## src/rtl/div_unit.sv

```systemverilog
// Multi-cycle restoring integer divide/modulo unit with ready/valid handshake.
// Serves full-width and half-width operands, signed or unsigned per command.
module div_unit #(
  parameter int unsigned WIDTH          = 64,
  parameter int unsigned ITER_PER_CYCLE = 1
) (
  input  logic             clk,
  input  logic             rst_n,
  input  logic             in_valid,
  output logic             in_ready,
  input  logic             in_signed,
  input  logic             in_half,
  input  logic [WIDTH-1:0] in_num,
  input  logic [WIDTH-1:0] in_denom,
  input  logic             flush,
  output logic             out_valid,
  input  logic             out_ready,
  output logic [WIDTH-1:0] out_quot,
  output logic [WIDTH-1:0] out_rem,
  output logic             out_div_zero,
  output logic             out_ovf
);

  localparam int unsigned HALF  = WIDTH / 2;
  localparam int unsigned CNT_W = $clog2(WIDTH + 1);

  // Reject illegal parameter combinations at elaboration
  if ((WIDTH < 8) || ((WIDTH % 2) != 0) ||
      ((ITER_PER_CYCLE != 1) && (ITER_PER_CYCLE != 2)) ||
      ((HALF % ITER_PER_CYCLE) != 0)) begin : g_param_check
    $error("div_unit: illegal WIDTH/ITER_PER_CYCLE combination");
  end

  typedef enum logic [1:0] {S_IDLE, S_CALC, S_FIXUP, S_DONE} state_t;

  state_t           state;
  logic [CNT_W-1:0] cnt;
  logic [WIDTH-1:0] q_r;
  logic [WIDTH-1:0] r_r;
  logic [WIDTH-1:0] d_r;
  logic             neg_q;
  logic             neg_r;

  logic [WIDTH-1:0] num_ext;
  logic [WIDTH-1:0] den_ext;
  logic [WIDTH-1:0] num_mag;
  logic [WIDTH-1:0] den_mag;
  logic [WIDTH-1:0] min_ext;
  logic [WIDTH-1:0] ones_ext;
  logic [WIDTH-1:0] load_q;
  logic [CNT_W-1:0] load_cnt;
  logic             num_neg;
  logic             den_neg;
  logic             den_zero;
  logic             is_ovf;

  // Operand decode: extend the active N bits, detect special cases, take magnitudes
  always_comb begin
    if (in_half) begin
      num_ext  = in_signed ? {{HALF{in_num[HALF-1]}}, in_num[HALF-1:0]}
                           : {{HALF{1'b0}}, in_num[HALF-1:0]};
      den_ext  = in_signed ? {{HALF{in_denom[HALF-1]}}, in_denom[HALF-1:0]}
                           : {{HALF{1'b0}}, in_denom[HALF-1:0]};
      min_ext  = {{(HALF + 1){1'b1}}, {(HALF - 1){1'b0}}};
      ones_ext = in_signed ? {WIDTH{1'b1}} : {{HALF{1'b0}}, {HALF{1'b1}}};
      load_cnt = CNT_W'(HALF / ITER_PER_CYCLE);
    end else begin
      num_ext  = in_num;
      den_ext  = in_denom;
      min_ext  = {1'b1, {(WIDTH - 1){1'b0}}};
      ones_ext = {WIDTH{1'b1}};
      load_cnt = CNT_W'(WIDTH / ITER_PER_CYCLE);
    end
    num_neg  = in_signed & num_ext[WIDTH-1];
    den_neg  = in_signed & den_ext[WIDTH-1];
    num_mag  = num_neg ? ('0 - num_ext) : num_ext;
    den_mag  = den_neg ? ('0 - den_ext) : den_ext;
    den_zero = (den_ext == '0);
    is_ovf   = in_signed && (num_ext == min_ext) && (den_ext == {WIDTH{1'b1}});
    // Left-align half-width dividends so the same shifter serves both modes
    load_q   = in_half ? (num_mag << HALF) : num_mag;
  end

  logic [WIDTH-1:0] q_nxt;
  logic [WIDTH-1:0] r_nxt;
  logic [WIDTH:0]   r_sh;

  // Restoring shift/compare-subtract steps performed in one clock
  always_comb begin
    q_nxt = q_r;
    r_nxt = r_r;
    r_sh  = '0;
    for (int i = 0; i < int'(ITER_PER_CYCLE); i++) begin
      r_sh  = {r_nxt, q_nxt[WIDTH-1]};
      q_nxt = {q_nxt[WIDTH-2:0], 1'b0};
      if (r_sh >= {1'b0, d_r}) begin
        r_sh     = r_sh - {1'b0, d_r};
        q_nxt[0] = 1'b1;
      end
      r_nxt = r_sh[WIDTH-1:0];
    end
  end

  logic [WIDTH-1:0] quot_fix;
  logic [WIDTH-1:0] rem_fix;

  // Sign fixup; upper half of q_r/r_r is zero in half mode, so negation sign-extends
  always_comb begin
    quot_fix = neg_q ? ('0 - q_r) : q_r;
    rem_fix  = neg_r ? ('0 - r_r) : r_r;
  end

  // Control FSM, datapath registers and registered outputs
  always_ff @(posedge clk or negedge rst_n) begin
    if (!rst_n) begin
      state        <= S_IDLE;
      in_ready     <= 1'b1;
      cnt          <= '0;
      q_r          <= '0;
      r_r          <= '0;
      d_r          <= '0;
      neg_q        <= 1'b0;
      neg_r        <= 1'b0;
      out_valid    <= 1'b0;
      out_quot     <= '0;
      out_rem      <= '0;
      out_div_zero <= 1'b0;
      out_ovf      <= 1'b0;
    end else begin
      case (state)
        S_IDLE: begin
          if (in_valid && !flush) begin
            in_ready     <= 1'b0;
            out_div_zero <= 1'b0;
            out_ovf      <= 1'b0;
            if (den_zero) begin
              state        <= S_DONE;
              out_valid    <= 1'b1;
              out_quot     <= ones_ext;
              out_rem      <= num_ext;
              out_div_zero <= 1'b1;
            end else if (is_ovf) begin
              state     <= S_DONE;
              out_valid <= 1'b1;
              out_quot  <= min_ext;
              out_rem   <= '0;
              out_ovf   <= 1'b1;
            end else begin
              state <= S_CALC;
              q_r   <= load_q;
              r_r   <= '0;
              d_r   <= den_mag;
              cnt   <= load_cnt;
              neg_q <= num_neg ^ den_neg;
              neg_r <= num_neg;
            end
          end
        end
        S_CALC: begin
          if (flush) begin
            state    <= S_IDLE;
            in_ready <= 1'b1;
          end else begin
            q_r <= q_nxt;
            r_r <= r_nxt;
            cnt <= cnt - CNT_W'(1);
            if (cnt == CNT_W'(1)) begin
              state <= S_FIXUP;
            end
          end
        end
        S_FIXUP: begin
          if (flush) begin
            state    <= S_IDLE;
            in_ready <= 1'b1;
          end else begin
            out_quot  <= quot_fix;
            out_rem   <= rem_fix;
            out_valid <= 1'b1;
            state     <= S_DONE;
          end
        end
        S_DONE: begin
          if (flush || out_ready) begin
            out_valid <= 1'b0;
            in_ready  <= 1'b1;
            state     <= S_IDLE;
          end
        end
        default: begin
          state    <= S_IDLE;
          in_ready <= 1'b1;
        end
      endcase
    end
  end

endmodule
```

## config.mk

```make
export PLATFORM = sky130hd
export DESIGN_NAME = div_unit
export DESIGN_NICKNAME = d
export VERILOG_FILES = /design/src/rtl/div_unit.sv
export SDC_FILE = /design/constraint.sdc
export NUM_CORES = 1
export LEC_CHECK = 0
export ABC_AREA = 1
export ABC_CLOCK_PERIOD_IN_PS = 6300
export CAP_MARGIN = 20
export CORE_UTILIZATION = 44
export DETAILED_ROUTE_END_ITERATION = 8
export REMOVE_ABC_BUFFERS = 1
export SLEW_MARGIN = 20
export SYNTH_ARGS = -nofsm -noshare
export SYNTH_HDL_FRONTEND = slang
export SYNTH_SLANG_ARGS = --single-unit
```

## constraint.sdc

```tcl
create_clock -name clk -period 6.3 [get_ports clk]
set_input_delay 1.575 -clock clk [delete_from_list [all_inputs] [get_ports clk]]
set_output_delay 1.575 -clock clk [all_outputs]
set_load 0.005 [all_outputs]
```

* Yosys cells after proc, flatten, opt, wreduce, memory -nomap -nowiden
Index checks and enable logic that the tools add are counted.
** Storage, ports and cells
- Flip-flop bits (word level) :: 335
- Latch bits :: 0
- Memory bits (writable) :: 0
- Memory bits (read-only) :: 0
- Output and inout port bits :: 132
- Logic and storage cells :: 119
- Memories :: 0
** Cells by class
- Add/subtract/negate cells :: 6
- $mul :: 0
- Div/mod/pow operators :: 0
- Magnitude comparators :: 1
- Eq/ne operators :: 15
- Shift operators :: 0
- Mux-type cells :: 61
- Bitwise operators :: 5
- Reduce and logical (&&, ||, !) cells :: 18
** Operators with widths (number)
- 64-bit 2-to-1 mux :: 28
- 64-bit case mux with 2 select lines :: 4
- 1-bit by 64-bit subtractor with 64-bit output, first input constant :: 4
- 65-bit by 64-bit >= comparator with 1-bit output :: 1
- 64-bit equality test :: 1
- 64-bit equality test, second input constant :: 1
- 64-bit logical NOT :: 1
- 64-bit subtractor :: 1
- 63-bit 2-to-1 mux :: 1
- 7-bit 2-to-1 mux :: 5
- 2-bit 2-to-1 mux :: 7
- 7-bit case mux with 2 select lines :: 1
- 1-bit 2-to-1 mux :: 12
- 2-bit inequality test, second input constant :: 6
- 5-bit AND reduction :: 2
- 2-bit case mux with 4 select lines :: 1
- 4-bit AND reduction :: 2
- 7-bit by 1-bit equality test with 1-bit output, second input constant :: 1
- 7-bit by 1-bit subtractor with 7-bit output, second input constant :: 1
- 3-bit inequality test, second input constant :: 2
- 1-bit case mux with 3 select lines :: 2
- 3-bit AND reduction :: 2
- 2-bit equality test, second input constant :: 2
- 2-bit nonzero test :: 2
- other kinds (12) :: 16

* Logic depth before layout (Yosys ltp)
Gate-level depths: netlist of the first run.
- Depth after elaboration :: 9
- Gate-level depth with buffers :: 20

* Worst setup path after synthesis of the first run
No wires, ideal clock.
- Path type :: input to register
- Start point :: input port in_denom[0]
- End point :: register out_quot[0]
- Library setup time :: 126 ps
- Arrival time :: 3393 ps
- Required time :: 6174 ps
- Slack :: 2781 ps
- Stages on the path :: 12
- Buffers on the path :: 1
- Cell sequence :: inv_1 ha_1 nand4_1 nor2_2 nand4_1 nor2_2 nand4_4 nand3_1 nand2_2 nor2_1 buf_2 a21oi_1
** Between the ends
- Cells in the longest elaborated chain, start to end :: 6
- Elaborated cells between the ends (all ways) :: 10
- Classes of those cells :: 2 x eq/ne; 5 x mux; 3 x reduce/logical
** Ends and longest elaborated chain
- start: declaration :: line 14 : input logic [WIDTH-1:0] in_denom,
- 64-bit 2-to-1 mux :: line 62 : den_ext = in_signed ? {{HALF{in_denom[HALF-1]}}, in_denom[HALF-1:0]}
- 64-bit 2-to-1 mux (*) :: line 59 : if (in_half) begin
- 64-bit equality test or 64-bit logical NOT (tied branches) :: line 79, 78
- 1-bit logical AND or 64-bit 2-to-1 mux (tied branches) :: line 79, 136
- 3-bit inequality test (no line) or 64-bit 2-to-1 mux (tied branches)
- 4-bit AND reduction (no line) or 64-bit case mux with 2 select lines (tied branches)
- end signal: assignment :: line 139 : out_quot <= ones_ext;
- end signal: assignment :: line 145 : out_quot <= min_ext;
- end signal: assignment :: line 177 : out_quot <= quot_fix;
- end: declaration :: line 18 : output logic [WIDTH-1:0] out_quot,
Mark *: on every way between the ends. The rest lies on a longest branch, timed or not. The select of a mux whose other input is x is not followed.
A chain may end at the register's enable or synchronous reset.

* Worst setup path in the final report of the first run
- Start point :: input port in_signed
- End point :: register q_r[15]
** Between the ends
- Cells in the longest elaborated chain, start to end :: 9
- Elaborated cells between the ends (all ways) :: 19
- Classes of those cells :: 4 x eq/ne; 10 x mux; 1 x bitwise; 4 x reduce/logical
** Ends and longest elaborated chain
- start: declaration :: line 11 : input logic in_signed,
- 64-bit 2-to-1 mux :: line 60 : num_ext = in_signed ? {{HALF{in_num[HALF-1]}}, in_num[HALF-1:0]}
- 64-bit 2-to-1 mux :: line 59
- 1-bit AND :: line 74 : num_neg = in_signed & num_ext[WIDTH-1];
- 64-bit 2-to-1 mux :: line 76 : num_mag = num_neg ? ('0 - num_ext) : num_ext;
- 64-bit 2-to-1 mux :: line 81 : load_q = in_half ? (num_mag << HALF) : num_mag;
- 64-bit 2-to-1 mux :: line 142 : end else if (is_ovf) begin
- 64-bit 2-to-1 mux :: line 136 : if (den_zero) begin
- 64-bit 2-to-1 mux :: line 132 : if (in_valid && !flush) begin
- 64-bit case mux with 2 select lines :: line 130 : case (state)
- end signal: assignment :: line 150 : q_r <= load_q;
- end signal: assignment :: line 164 : q_r <= q_nxt;
- end: declaration :: line 38 : logic [WIDTH-1:0] q_r;
Parallel ways exist; a longest one is shown, timed or not. The select of a mux whose other input is x is not followed.

==> impl_metrics.env, run 1 <==
export IMPL_coreArea_um2=69070
export IMPL_rsz0062_at_grt="false"
export IMPL_firstDrtPassIters=7
export IMPL_io_buffers=266
export IMPL_die_area_um2=71320
export IMPL_antenna_found_initial=2
export IMPL_endpoint_kind="flip-flop"
export IMPL_crit_path_start_kind="input pin"
export IMPL_min_period_ns=5.383
export IMPL_status="completed"
export IMPL_avgSynthCellArea_um2=5.714
export IMPL_power_mw=13.63
export IMPL_start_util_pct=44.76
export IMPL_critPathArrivalTime_ns=5.78
export IMPL_postCtsSetupBuffers=0
export IMPL_worstPathRequired_ns=6.70
export IMPL_worst_pin_slew_ns=1.104
export IMPL_die_h_um=267.1
export IMPL_layoutNonFillerInstCount=6542
export IMPL_cap_violations=0
export IMPL_synth_ff_latch_count=335
export IMPL_netlist_area_leader_share_pct=27.04
export IMPL_grt_pass1_wl_mm=208.4
export IMPL_ys_seq_area_share_pct=27.12
export IMPL_layout_common_cells="2048 x nand2_1, 713 x inv_1, 579 x nor2_1"
export IMPL_die_w_um=267.1
export IMPL_min_from="out_quot[36]"
export IMPL_initialDrtViolationCount=4990
export IMPL_viasPerCell=5.592
export IMPL_final_util_pct=51.82
export IMPL_cp_max_fo=98
export IMPL_netlist_area_um2=30910
export IMPL_yosysWarnings=0
export IMPL_place_inst=6464
export IMPL_peakVddDrop_mv=0.4103
export IMPL_pin_count=267
export IMPL_final_common_cell="nand2_1"
export IMPL_hpwl_mm=114.8
export IMPL_relSlewSlack_pct=25.78
export IMPL_first_global_vias=32890
export IMPL_synthArstFlopShare_pct=100.0
export IMPL_num_vias=36580
export IMPL_root_buffer="clkbuf_16"
export IMPL_cts_hold_buf=0
export IMPL_drt_total_wl_mm=141.3
export IMPL_clockBufferDepth=3
export IMPL_synth_edf_count=0
export IMPL_crit_start="in_signed"
export IMPL_drive_gt1_share_pct=3.013
export IMPL_setup_viol=0
export IMPL_grt_util_all_layers_pct=39.10
export IMPL_fin_ws_ns=0.9171
export IMPL_r2r_cells=13
export IMPL_hold_viol=0
export IMPL_htree_levels=2
export IMPL_whs_ns=0.4766
export IMPL_regToRegStartpoint="r_r[59]"
export IMPL_nets=5789
export IMPL_skew_ns=0.01541
export IMPL_cts_inserted_buffers=43
export IMPL_rows=96
export IMPL_cts_resized=0
export IMPL_hp_class="reg2reg"
export IMPL_min_path_cells=2
export IMPL_cts_tree="yes"
export IMPL_routedWlPerCell_um=21.59
export IMPL_clkTransAtPathRegs_ns=0.06
export IMPL_postSynthCellCount=5410
export IMPL_power_density_nw_per_um2=380.8
export IMPL_p_leak_nw=18.69
export IMPL_grt_start_max_net_pins=139
export IMPL_drv_slew=0
export IMPL_fmax_ghz=0.1858
export IMPL_area_growth_pct=15.77
export IMPL_finalCritPeriodShare_pct=85.44
export IMPL_gp_congestion=1.055
export IMPL_synth_top_area_cell="dfrtp_1"
export IMPL_synth_distinct_cells=46
export IMPL_worstSetupPathType="in2reg"
export IMPL_overflow=0
export IMPL_dp_slack_ns=0.4670
export IMPL_cts_num_sinks=335
export IMPL_ys_flop_type="dfrtp_1"
export IMPL_antenna_left=0
export IMPL_rrSetupSlack_ns=1.82
export IMPL_drc=0
export IMPL_yosys_top_cells_area="dfrtp_1 27%, nand2_1 25%, inv_1 8.7%, nand3_1 7.3%, nor2_1 7.1%"
export IMPL_clk_latency_ns=0.58
[cell usage after synthesis, types with 66 or more instances]
| master | count |
|---|---|
| ha_1 | 75 |
| clkbuf_1 | 96 |
| nand2_1 | 2050 |
| a21oi_1 | 154 |
| nand3_1 | 450 |
| nor2_1 | 583 |
| xor2_1 | 74 |
| dfrtp_1 | 334 |
| nand4_1 | 99 |
| inv_1 | 713 |
| o21ai_0 | 368 |
| o21ai_1 | 66 |
[kinds of logic (layout without fill, tap and decap cells)]
family / after synthesis / count (layout) / synth area share (%)
buffers and inverters: 921 / 1120 / 11.64
XOR/XNOR: 113 / 113 / 3.202
flip-flops: 335 / 335 / 27.12
AND/OR/NAND/NOR: 3312 / 3312 / 43.85
other: 0 / 2 / 0
adder cells (fa/ha/maj): 76 / 76 / 3.100
AO/OA/AOI/OAI: 653 / 653 / 11.09
[sequential cells by signal, indices dropped and copies added, names as in the netlist]
name          count
cnt               7
q_r              64
neg_r             1
in_ready          1
r_r              64
out_ovf           1
out_quot         64
out_valid         1
d_r              64
state             2
neg_q             1
out_rem          64
out_div_zero      1
[layer usage]
metal | GRT usage, % | vias to the layer above | wire [um]
li1 | - | 17420 | -
met1 | 57.09 | 16990 | 62180
met2 | 57.43 | 1951 | 58120
met3 | 6.547 | 220 | 15550
met4 | 14.21 | 0 | 5404
met5 | 0 | - | 0
[power breakdown]
group          internal, mW  switching (mW)  total [mW]
combinational          2.37            5.28        7.66
sequential             2.88           0.572        3.45
clock                  1.47            1.05        2.52
[critical path, stage by stage]
cell and delay [ns]:
clkdlybuf4s50_1 0.89, nand3_1 0.58, buf_4 0.39, nand2_1 0.15
inv_1 0.10, nand2_1 0.11, nor2_1 0.06, nand2_1 0.10
nor2_2 0.06, nand4_4 0.17, nand2_1 0.12, a21oi_4 0.31
buf_4 0.85, o21ai_0 0.19
[worst paths after layout]
check,to
worst max-delay path,q_r[15]
worst min-delay path,out_quot[36]
worst max register to register,r_r[59]
worst min register to register,out_quot[36]
max in group asynchronous,q_r[57]
min in group asynchronous,d_r[3]
[through the flow]
stage                     area (um^2)  setup TNS (ns)
after floorplan                 30070          -77.48
after global placement          34390               0
after detailed placement        34390               0
after CTS                       35780               0
after global routing            35780               0
final                           35790               0
[cell type report]
type	instances	area, um^2
timing repair buffer	309	3065
sequential	335	8384
clock inverter	22	225.2
clock buffer	54	1167
multi-input combinational	4154	19010
antenna	2	5.005
inverter	735	2764
fill	7418	33280
tap	931	1165
(Power assumes the default switching activity.)
==> run 2, diff against run 1 <==
- MAX_ROUTING_LAYER: not set -> met4
- RECOVER_POWER: not set -> 50
==> run 2 against run 1 <==
The run now ends with capacitance limit, slew limit left; critical path type unchanged; core utilization increased by 0.18 points; register-to-register slack improved by 0.25 ns; sequential power about the same.
==> impl_metrics.env, run 2 (synthesis gave the netlist of run 1 again) <==
export IMPL_final_common_cell="nand2_1"
export IMPL_worst_pin_slew_ns=2.553
export IMPL_drt_total_wl_mm=141.6
export IMPL_rsz0062_at_grt="false"
export IMPL_finalCritPeriodShare_pct=81.51
export IMPL_min_period_ns=5.135
export IMPL_routedWlPerCell_um=21.59
export IMPL_grt_pass1_wl_mm=210.5
export IMPL_routed_top_layer="met4"
export IMPL_max_stage_delay_ns=0.69
export IMPL_worstPathRequired_ns=6.76
export IMPL_power_mw=13.69
export IMPL_firstDrtPassIters=6
export IMPL_cap_violations=3
export IMPL_routed_wl_met2_mm=58.53
export IMPL_hold_viol=0
export IMPL_crit_path_start_kind="input pin"
export IMPL_grt_start_max_net_pins=130
export IMPL_layout_common_cells="2048 x nand2_1, 713 x inv_1, 579 x nor2_1"
export IMPL_cts_num_sinks=335
export IMPL_antenna_left=0
export IMPL_rr_endpoint="r_r[51]"
export IMPL_first_global_vias=32850
export IMPL_clockBufferDepth=3
export IMPL_setup_viol=0
export IMPL_drc=0
export IMPL_worstPathCellList="clkdlybuf4s50_1, nand3_1, buf_4, nand2_1, inv_1, nand2_1, nor2_1, nand2_1, nor2_2, nand4_4, nand3_1, nand2_4, buf_4, nor2_2, buf_4, a21oi_1"
export IMPL_path_buf_inv=5
export IMPL_dpl_cell_area_um2=34460
export IMPL_gp_congestion=1.048
export IMPL_root_buffer="clkbuf_16"
export IMPL_skew_ns=0.02349
export IMPL_p_leak_nw=18.86
export IMPL_drv_slew=340
export IMPL_hp_class="reg2reg"
export IMPL_cts_tree="yes"
export IMPL_clkTransAtPathRegs_ns=0.06
export IMPL_die_w_um=267.1
export IMPL_peakVddDrop_mv=0.2817
export IMPL_io_buffers=266
export IMPL_power_density_nw_per_um2=381.2
export IMPL_cts_resized=0
export IMPL_endpoint_kind="flip-flop"
export IMPL_r2r_cells=12
export IMPL_coreArea_um2=69070
export IMPL_critPathArrivalTime_ns=5.60
export IMPL_hpwl_mm=115.2
export IMPL_crit_family="simple AND/OR/NAND/NOR gates"
export IMPL_die_h_um=267.1
export IMPL_design_area_um2=35910
export IMPL_clk_latency_ns=0.60
export IMPL_cp_max_fo=52
export IMPL_grt_util_all_layers_pct=40.55
export IMPL_start_util_pct=44.76
export IMPL_postCtsSetupBuffers=0
export IMPL_min_path_cells=2
export IMPL_overflow=0
export IMPL_whs_endpoint="out_quot[47]"
export IMPL_pin_count=267
export IMPL_htree_levels=2
export IMPL_fmax_ghz=0.1947
export IMPL_rows=96
export IMPL_violations="capacitance limit, slew limit"
export IMPL_fill_cells=7534
export IMPL_nets=5798
export IMPL_worstSetupPathType="in2reg"
export IMPL_critPathSlowestCell="clkdlybuf4s50_1"
export IMPL_dr_wl_met3_mm=15.00
export IMPL_num_vias=36570
export IMPL_area_growth_pct=16.18
export IMPL_cts_inserted_buffers=45
export IMPL_viasPerCell=5.576
export IMPL_antenna_found_initial=6
export IMPL_status="complete, but fails checks"
export IMPL_rrSetupSlack_ns=2.07
export IMPL_initialDrtViolationCount=4780
export IMPL_cts_hold_buf=0
export IMPL_regToRegStartpoint="r_r[60]"
export IMPL_wl_met1_mm=62.11
export IMPL_die_area_um2=71320
export IMPL_relSlewSlack_pct=-70.20
export IMPL_drive_gt1_share_pct=3.166
export IMPL_min_from="out_quot[47]"
## run 2: stage by stage
stage                     TNS [ns]  util, %  cells  hold WS (ns)  setup WS [ns]
after CTS                        0    52.03   6553        0.4803          1.286
after global placement           0    49.89   6471        0.4639         0.7754
after global routing             0    52.00   6557        0.4923         0.7167
after detailed placement         0    49.89   6471        0.4640         0.6647
final                            0    52.00   6558        0.4695          1.165
after floorplan             -77.48        -   5224        0.4488        -0.8378
## run 2: routing by layer
layer,global-route usage [%],vias up
li1,-,17440
met1,57.06,17030
met2,57.93,1883
met3,7.006,222
met4,14.60,0
met5,-,-
## run 2: tightest hold or removal path, cell delays in order (launching register included)
cell     delay (ns)
dfrtp_1        0.33
nand2_1        0.05
nand2_1        0.05
## run 2: where the power goes
part | internal, mW | switching [mW] | leakage, nW | total [mW]
clock | 1.53 | 1.10 | 0.723 | 2.63
sequential | 2.88 | 0.559 | 4.37 | 3.44
combinational | 2.32 | 5.30 | 13.8 | 7.62
total | 6.73 | 6.96 | 18.9 | 13.7
## run 2: worst max-delay path by stage
stage               startpoint      endpoint  depth (start not counted)
floorplan             state[1]       q_r[10]                          9
global placement     in_signed  out_quot[28]                         16
detailed placement   in_signed  out_quot[28]                         16
CTS                  in_signed  out_quot[18]                         16
global route             rst_n   out_rem[52]                          2
finish               in_signed  out_quot[18]                         16
## run 2: cell type report
class | instances | area, um^2 | share of cell area (%)
Antenna cell | 5 | 12.51 | 0.03484
Sequential cell | 335 | 8384 | 23.35
Clock buffer | 61 | 1257 | 3.501
Tap cell | 931 | 1165 | 3.243
Timing Repair Buffer | 316 | 3095 | 8.619
Clock inverter | 21 | 224.0 | 0.6236
Multi-Input combinational cell | 4154 | 19010 | 52.94
Inverter | 735 | 2764 | 7.696
